`src/rtl/netlist_writer.sv`:
```
// netlist_writer: packs a stream of gate descriptors into the 32-bit netlist
// memory image read by the garbling netlist reader. Three header words go to
// addresses 0..2, gate words go from address 4 upward, and the trailer word
// (xor_count, gate_count) goes to address 3 once the last gate is written.
module netlist_writer #(
    parameter int S = 14
) (
    input  logic         clk,
    input  logic         rst_n,
    input  logic         start,
    input  logic [S-1:0] init_a,
    input  logic [S-1:0] init_b,
    input  logic [S-1:0] input_a,
    input  logic [S-1:0] input_b,
    input  logic [S-1:0] dff_size,
    input  logic [S-1:0] output_size,
    input  logic         g_valid,
    output logic         g_ready,
    input  logic [S-1:0] g_in0,
    input  logic [S-1:0] g_in1,
    input  logic [3:0]   g_logic,
    input  logic         g_is_output,
    input  logic         g_last,
    output logic         mem_we,
    output logic [S-1:0] mem_addr,
    output logic [31:0]  mem_wdata,
    output logic         done,
    output logic [S-1:0] gate_count,
    output logic [S-1:0] xor_count,
    output logic         err_in0,
    output logic         err_full
);

    typedef enum logic [2:0] {
        IDLE    = 3'd0,
        HDR0    = 3'd1,
        HDR1    = 3'd2,
        HDR2    = 3'd3,
        GATES   = 3'd4,
        TRAILER = 3'd5,
        DONE    = 3'd6
    } state_t;

    // Gate words start after the three header words and the trailer slot.
    localparam logic [S-1:0] ADDR_HDR0  = {S{1'b0}};
    localparam logic [S-1:0] ADDR_HDR1  = {{(S-2){1'b0}}, 2'd1};
    localparam logic [S-1:0] ADDR_HDR2  = {{(S-2){1'b0}}, 2'd2};
    localparam logic [S-1:0] ADDR_TRL   = {{(S-2){1'b0}}, 2'd3};
    localparam logic [S-1:0] GATE_BASE  = {{(S-3){1'b0}}, 3'd4};
    localparam logic [S-1:0] COUNT_ONE  = {{(S-1){1'b0}}, 1'b1};
    // Count value just before the last free gate slot (2^S-5).
    localparam logic [S-1:0] LAST_SLOT  = {{(S-3){1'b1}}, 3'b011};

    // Two S-bit fields packed into one word, upper bits zero.
    function automatic logic [31:0] pack_pair(input logic [S-1:0] hi, input logic [S-1:0] lo);
        pack_pair = (32'(hi) << S) | 32'(lo);
    endfunction

    // Gate word layout decoded by the netlist reader; in0 loses its top bit.
    function automatic logic [31:0] pack_gate(input logic [S-1:0] in0, input logic [S-1:0] in1,
                                              input logic [3:0] lg, input logic is_out);
        pack_gate = (32'(in0[S-2:0]) << (S + 5)) | (32'(in1) << 5) | (32'(lg) << 1) | 32'(is_out);
    endfunction

    state_t       state_r, state_nxt_s;
    logic [S-1:0] input_a_r, input_b_r, dff_size_r, output_size_r;
    logic [S-1:0] gate_count_r, xor_count_r;
    logic         err_in0_r, err_full_r;
    // fin_r: final gate accepted, trailer is written on the next cycle.
    logic         fin_r, fin_nxt_s, fin_set_s;
    logic         xfer_s, at_cap_s, is_xor_s, start_ok_s;
    logic         we_r, we_nxt_s;
    logic [S-1:0] addr_r, addr_nxt_s;
    logic [31:0]  wdata_r, wdata_nxt_s;
    logic         ready_r, ready_nxt_s;
    logic         done_r, done_nxt_s;

    assign start_ok_s = (state_r == IDLE) & start;
    assign xfer_s     = g_valid & ready_r;
    assign at_cap_s   = (gate_count_r == LAST_SLOT);
    assign is_xor_s   = (g_logic == 4'b0110) | (g_logic == 4'b1001);
    assign fin_set_s  = xfer_s & (g_last | at_cap_s);
    assign fin_nxt_s  = start_ok_s ? 1'b0 : (fin_r | fin_set_s);

    // State register.
    always_ff @(posedge clk or negedge rst_n) begin
        if (!rst_n) begin
            state_r <= IDLE;
        end else begin
            state_r <= state_nxt_s;
        end
    end

    // Next-state logic: header sequence, gate stream, trailer, done pulse.
    always_comb begin
        state_nxt_s = state_r;
        case (state_r)
            IDLE: begin
                if (start) begin
                    state_nxt_s = HDR0;
                end else begin
                    state_nxt_s = IDLE;
                end
            end
            HDR0:    state_nxt_s = HDR1;
            HDR1:    state_nxt_s = HDR2;
            HDR2:    state_nxt_s = GATES;
            GATES: begin
                if (fin_r) begin
                    state_nxt_s = TRAILER;
                end else begin
                    state_nxt_s = GATES;
                end
            end
            TRAILER: state_nxt_s = DONE;
            DONE:    state_nxt_s = IDLE;
            default: state_nxt_s = IDLE;
        endcase
    end

    // Output logic: the write for the cycle a state is entered, plus ready/done.
    always_comb begin
        we_nxt_s    = 1'b0;
        addr_nxt_s  = {S{1'b0}};
        wdata_nxt_s = 32'd0;
        case (state_r)
            IDLE: begin
                if (start) begin
                    we_nxt_s    = 1'b1;
                    addr_nxt_s  = ADDR_HDR0;
                    wdata_nxt_s = pack_pair(init_a, init_b);
                end else begin
                    we_nxt_s    = 1'b0;
                end
            end
            HDR0: begin
                we_nxt_s    = 1'b1;
                addr_nxt_s  = ADDR_HDR1;
                wdata_nxt_s = pack_pair(input_a_r, input_b_r);
            end
            HDR1: begin
                we_nxt_s    = 1'b1;
                addr_nxt_s  = ADDR_HDR2;
                wdata_nxt_s = pack_pair(dff_size_r, output_size_r);
            end
            GATES: begin
                if (fin_r) begin
                    we_nxt_s    = 1'b1;
                    addr_nxt_s  = ADDR_TRL;
                    wdata_nxt_s = pack_pair(xor_count_r, gate_count_r);
                end else if (xfer_s) begin
                    we_nxt_s    = 1'b1;
                    addr_nxt_s  = gate_count_r + GATE_BASE;
                    wdata_nxt_s = pack_gate(g_in0, g_in1, g_logic, g_is_output);
                end else begin
                    we_nxt_s    = 1'b0;
                end
            end
            default: begin
                we_nxt_s = 1'b0;
            end
        endcase
        ready_nxt_s = (state_nxt_s == GATES) & ~fin_nxt_s;
        done_nxt_s  = (state_nxt_s == DONE);
    end

    // Registered memory port, handshake and done outputs.
    always_ff @(posedge clk or negedge rst_n) begin
        if (!rst_n) begin
            we_r    <= 1'b0;
            addr_r  <= {S{1'b0}};
            wdata_r <= 32'd0;
            ready_r <= 1'b0;
            done_r  <= 1'b0;
        end else begin
            we_r    <= we_nxt_s;
            addr_r  <= addr_nxt_s;
            wdata_r <= wdata_nxt_s;
            ready_r <= ready_nxt_s;
            done_r  <= done_nxt_s;
        end
    end

    // Header latches, gate/xor counters, sticky error flags and finish flag.
    always_ff @(posedge clk or negedge rst_n) begin
        if (!rst_n) begin
            input_a_r     <= {S{1'b0}};
            input_b_r     <= {S{1'b0}};
            dff_size_r    <= {S{1'b0}};
            output_size_r <= {S{1'b0}};
            gate_count_r  <= {S{1'b0}};
            xor_count_r   <= {S{1'b0}};
            err_in0_r     <= 1'b0;
            err_full_r    <= 1'b0;
            fin_r         <= 1'b0;
        end else if (start_ok_s) begin
            input_a_r     <= input_a;
            input_b_r     <= input_b;
            dff_size_r    <= dff_size;
            output_size_r <= output_size;
            gate_count_r  <= {S{1'b0}};
            xor_count_r   <= {S{1'b0}};
            err_in0_r     <= 1'b0;
            err_full_r    <= 1'b0;
            fin_r         <= 1'b0;
        end else if (xfer_s) begin
            gate_count_r  <= gate_count_r + COUNT_ONE;
            xor_count_r   <= is_xor_s ? (xor_count_r + COUNT_ONE) : xor_count_r;
            err_in0_r     <= err_in0_r | g_in0[S-1];
            err_full_r    <= err_full_r | (at_cap_s & ~g_last);
            fin_r         <= fin_nxt_s;
        end else begin
            fin_r         <= fin_r;
        end
    end

    assign mem_we     = we_r;
    assign mem_addr   = addr_r;
    assign mem_wdata  = wdata_r;
    assign g_ready    = ready_r;
    assign done       = done_r;
    assign gate_count = gate_count_r;
    assign xor_count  = xor_count_r;
    assign err_in0    = err_in0_r;
    assign err_full   = err_full_r;

endmodule

```
`config.mk`:
```
export PLATFORM = sky130hd
export DESIGN_NAME = netlist_writer
export DESIGN_NICKNAME = d
export VERILOG_FILES = /design/src/rtl/netlist_writer.sv
export SDC_FILE = /design/constraint.sdc
export NUM_CORES = 1
export LEC_CHECK = 0
export ABC_AREA = 1
export CAP_MARGIN = 20
export CORE_ASPECT_RATIO = 1.4
export CORE_MARGIN = 5
export CORE_UTILIZATION = 51
export CTS_CLUSTER_DIAMETER = 30
export DETAILED_ROUTE_END_ITERATION = 6
export PLACE_DENSITY = 0.84
export SYNTH_ARGS = -nofsm -noshare
export SYNTH_HDL_FRONTEND = slang
export SYNTH_SLANG_ARGS = --single-unit
export TNS_END_PERCENT = 1
```
`constraint.sdc`:
```
create_clock -name clk -period 2.1 [get_ports clk]
set_input_delay 0.42 -clock clk [delete_from_list [all_inputs] [get_ports clk]]
set_output_delay 0.42 -clock clk [all_outputs]
set_load 0.02 [all_outputs]
```
==> run summary <==
Critical path endpoint category -> output pin
Crit-path max cell delay -> 0.69 ns
Slew headroom -> 67.7%
Final GP Congestion -> 0.913
Reg2Reg Launch Point -> state_r[2]$_DFF_PN0_
Drt pass-1 iters -> 7
Vias -> 6,395
Ys Warns -> 0
Routed WL per cell -> 16.6 microns
Grt ovf -> 0
Initial antenna violation count -> 0
H-tree lvl count -> 4
Floorplan row count -> 49
Hold Vio Cnt, Final -> 0
Register area share after synthesis -> 53.2%
Placed cell areas -> 0.00877 sq mm
Layout cells sized above 1 -> 6.67%
Worst slack at placement -> 0.0854 ns
DR DRC count -> 0
Area Overhead vs Synth -> 42.4%
CTS Buf Count -> 17
Sink Count -> 139
HPWL after detailed placement -> 14,900 microns
Sequential Area -> 0.00348 sq mm
Post-synth top area share -> 53.2%
Setup CP Type -> flip-flop to output pin
Clk_lat worst skew -> 0.41 ns
Post-synth design cell area -> 0.00654 sq mm
Worst hold start -> input_a_r[3]$_DFFE_PN0N_
Clock root cell -> clkbuf_16
IO buf count -> 200
Post-DRT Antenna Nets -> 0
Async S/R FF share, synth -> 100%
Worst Setup Start Kind -> flip-flop
Setup slack, reg-to-reg -> 0.46 ns
Post-synth top cells -> nand2_1, dfrtp_1, nor2_1
Die H -> 144 microns
Syn_nets -> 952
CTS resizes -> 0
Max IR drop VDD -> 646 uV
Hold-fix buffers, CTS -> 1
Die area -> 0.0152 sq mm
DR iter-0 viols -> 358
Crit share post-route -> 98.2%
Most frequent cell after synthesis -> nand2_1
Clock skew -> 0.00666 ns
Hold Path Stages -> 2
Global Route Usage Sum -> 26.3%
Critical path fanouts, max -> 7
Main flop type after synthesis -> dfrtp_1
Reg2Reg Depth -> 8
Setup violators final -> 0
Area of the multi-input gates -> 0.00263 sq mm
CP max-delay cell -> clkdlybuf4s50_1
Finished Cell Area -> 0.00930 sq mm
Max cap viols -> 0
Leakage power -> 0.00445 uW
Largest net degree at the start of global routing -> 49
DP Cell Count -> 1,169
Worst Setup Slack, final -> 0.0382 ns
Netlist cell types -> 31
Outcome -> completed
Worst EP arrival -> 1.64 ns
Cells after synthesis -> 826
Flops & latches, synth -> 139
Final hold slack -> 0.475 ns
# IOs -> 201
Worst path bufs/invs -> 1
Worst Hold Class -> flip-flop to flip-flop
Syn avg cell area -> 7.91 sq um
WL final -> 20,000 microns
Final Critical Period -> 2.06 ns
Area contributors post-synth -> dfrtp_1, nand2_1, nor2_1
Number of global-route vias before repair -> 6,167
Crit-path cells -> clkdlybuf4s50_1
First-pass GRT wire length -> 30,800 microns
Yosys top cell by area -> dfrtp_1
Non-Filler Instances -> 1,204
CTS tree -> yes
Fillcell total -> 950
Delay-heaviest family, CP -> buffers and inverters
Highest clock rate -> 0.485 GHz
Final #Nets -> 1,162
Buffer count from post-CTS setup fixing -> 0
Clock slew seen by the registers of the worst setup and hold paths -> 0.06 ns
FF-to-FF End -> mem_wdata[15]$_DFF_PN0_
Post-synth EDFFs -> 0
Max Transition Viols Final -> 0
Worst Path Required -> 1.68 ns
Total core area -> 0.0127 sq mm
Vias/cell -> 5.31
Pwr per Cell Area -> 1070 mW/mm^2
Worst Hold End -> input_a_r[3]$_DFFE_PN0N_
Initial core utilization -> 51.5%
Worst Max-Slew Pin Slew -> 0.483 ns
Clk buf depth -> 2
Setup TNS -> 0 ns
RSZ-0062 raised after global routing -> false
Chip Width -> 106 microns
[final cells by class]
| type | instances | area share, % |
|---|---|---|
| flip-flops and latches | 139 | 37.4 |
| multi-input cells | 592 | 28.2 |
| repair buffers | 224 | 24.2 |
| clock buffers | 24 | 5.07 |
| inverters | 62 | 2.53 |
| well taps | 153 | 2.06 |
| clock inverters | 8 | 0.484 |
| diodes | 2 | 0.0538 |
[flip-flops by register name, summed over array words and instances, names as in the netlist]
| signal | flops |
|---|---|
| input_b_r | 14 |
| gate_count | 14 |
| state_r | 3 |
| dff_size_r | 14 |
| xor_count | 14 |
| mem_we | 1 |
| output_size_r | 14 |
| mem_wdata | 32 |
| input_a_r | 14 |
| mem_addr | 14 |
| fin_r | 1 |
| done | 1 |
| g_ready | 1 |
| err_full | 1 |
| err_in0 | 1 |
[power breakdown]
group          switching [uW]  total [uW]  internal, uW
combinational            1990        3360          1370
clock                    1080        2640          1560
sequential                451        3940          3490
total                    3520        9940          6420
[worst max path at each step]
stage                             startpoint                          to  slack (ns)  cells past startpoint
finish              xor_count[5]$_DFFE_PN0P_                xor_count[5]        0.04                      1
global route        xor_count[5]$_DFFE_PN0P_                xor_count[5]       0.008                      1
CTS                 xor_count[5]$_DFFE_PN0P_                xor_count[5]        0.04                      1
detailed placement                   g_valid  gate_count[13]$_DFFE_PN0P_        0.09                      8
global placement                     g_valid  gate_count[13]$_DFFE_PN0P_        0.12                      8
floorplan           xor_count[1]$_DFFE_PN0P_    xor_count[6]$_DFFE_PN0P_        0.61                      8
[through the flow]
stage	utilization, %	power, uW
after CTS	73.3	9990
after global routing	73.3	10500
after global placement	69.1	7210
final	73.3	9940
after detailed placement	69.1	7310
after floorplan	-	5840
[kinds of logic after synthesis]
family,share of synthesized area (%)
xor+xnor,0.134
compound gates,7.12
fa+ha+maj,0.766
flops,53.2
simple gates,32.1
buf+inv,6.66
[routing by layer]
metal	vias to the layer above	GRT usage [%]	share of wire (%)
li1	3054	-	-
met1	3010	30.5	37
met2	277	46.9	53
met3	54	6.02	6.3
met4	0	11.2	3.7
met5	-	0	0
[worst register-to-register path: cells and delay by family (launching register included)]
family / cells / cell delay (ns)
compound gates: 1 / 0.06
buf+inv: 2 / 0.39
flops: 1 / 0.46
simple gates: 5 / 0.67
[cell usage in the layout, fill, tap and decap left out]
cell type,count
buf_6,1
nand4_1,30
nand3_1,24
clkinvlp_4,2
o2111a_1,1
ha_1,4
nor3_1,10
o211ai_1,3
nand2_4,1
nor2_4,2
dlygate4sd3_1,1
nor3b_1,1
clkdlybuf4s50_1,199
o21ai_0,20
xor2_1,1
nor2_2,3
buf_12,5
buf_4,18
diode_2,2
a21oi_1,39
inv_2,6
nor2_1,66
dfrtp_1,139
inv_4,1
nand2_1,362
nand3b_1,1
clkbuf_1,5
clkinv_2,6
a31oi_1,1
o2111ai_1,12
nand3_2,1
inv_1,55
clkbuf_16,17
clkbuf_8,2
nor3_4,3
o21ai_1,5
nand2_2,2
Power figures use the tool's default switching activity.
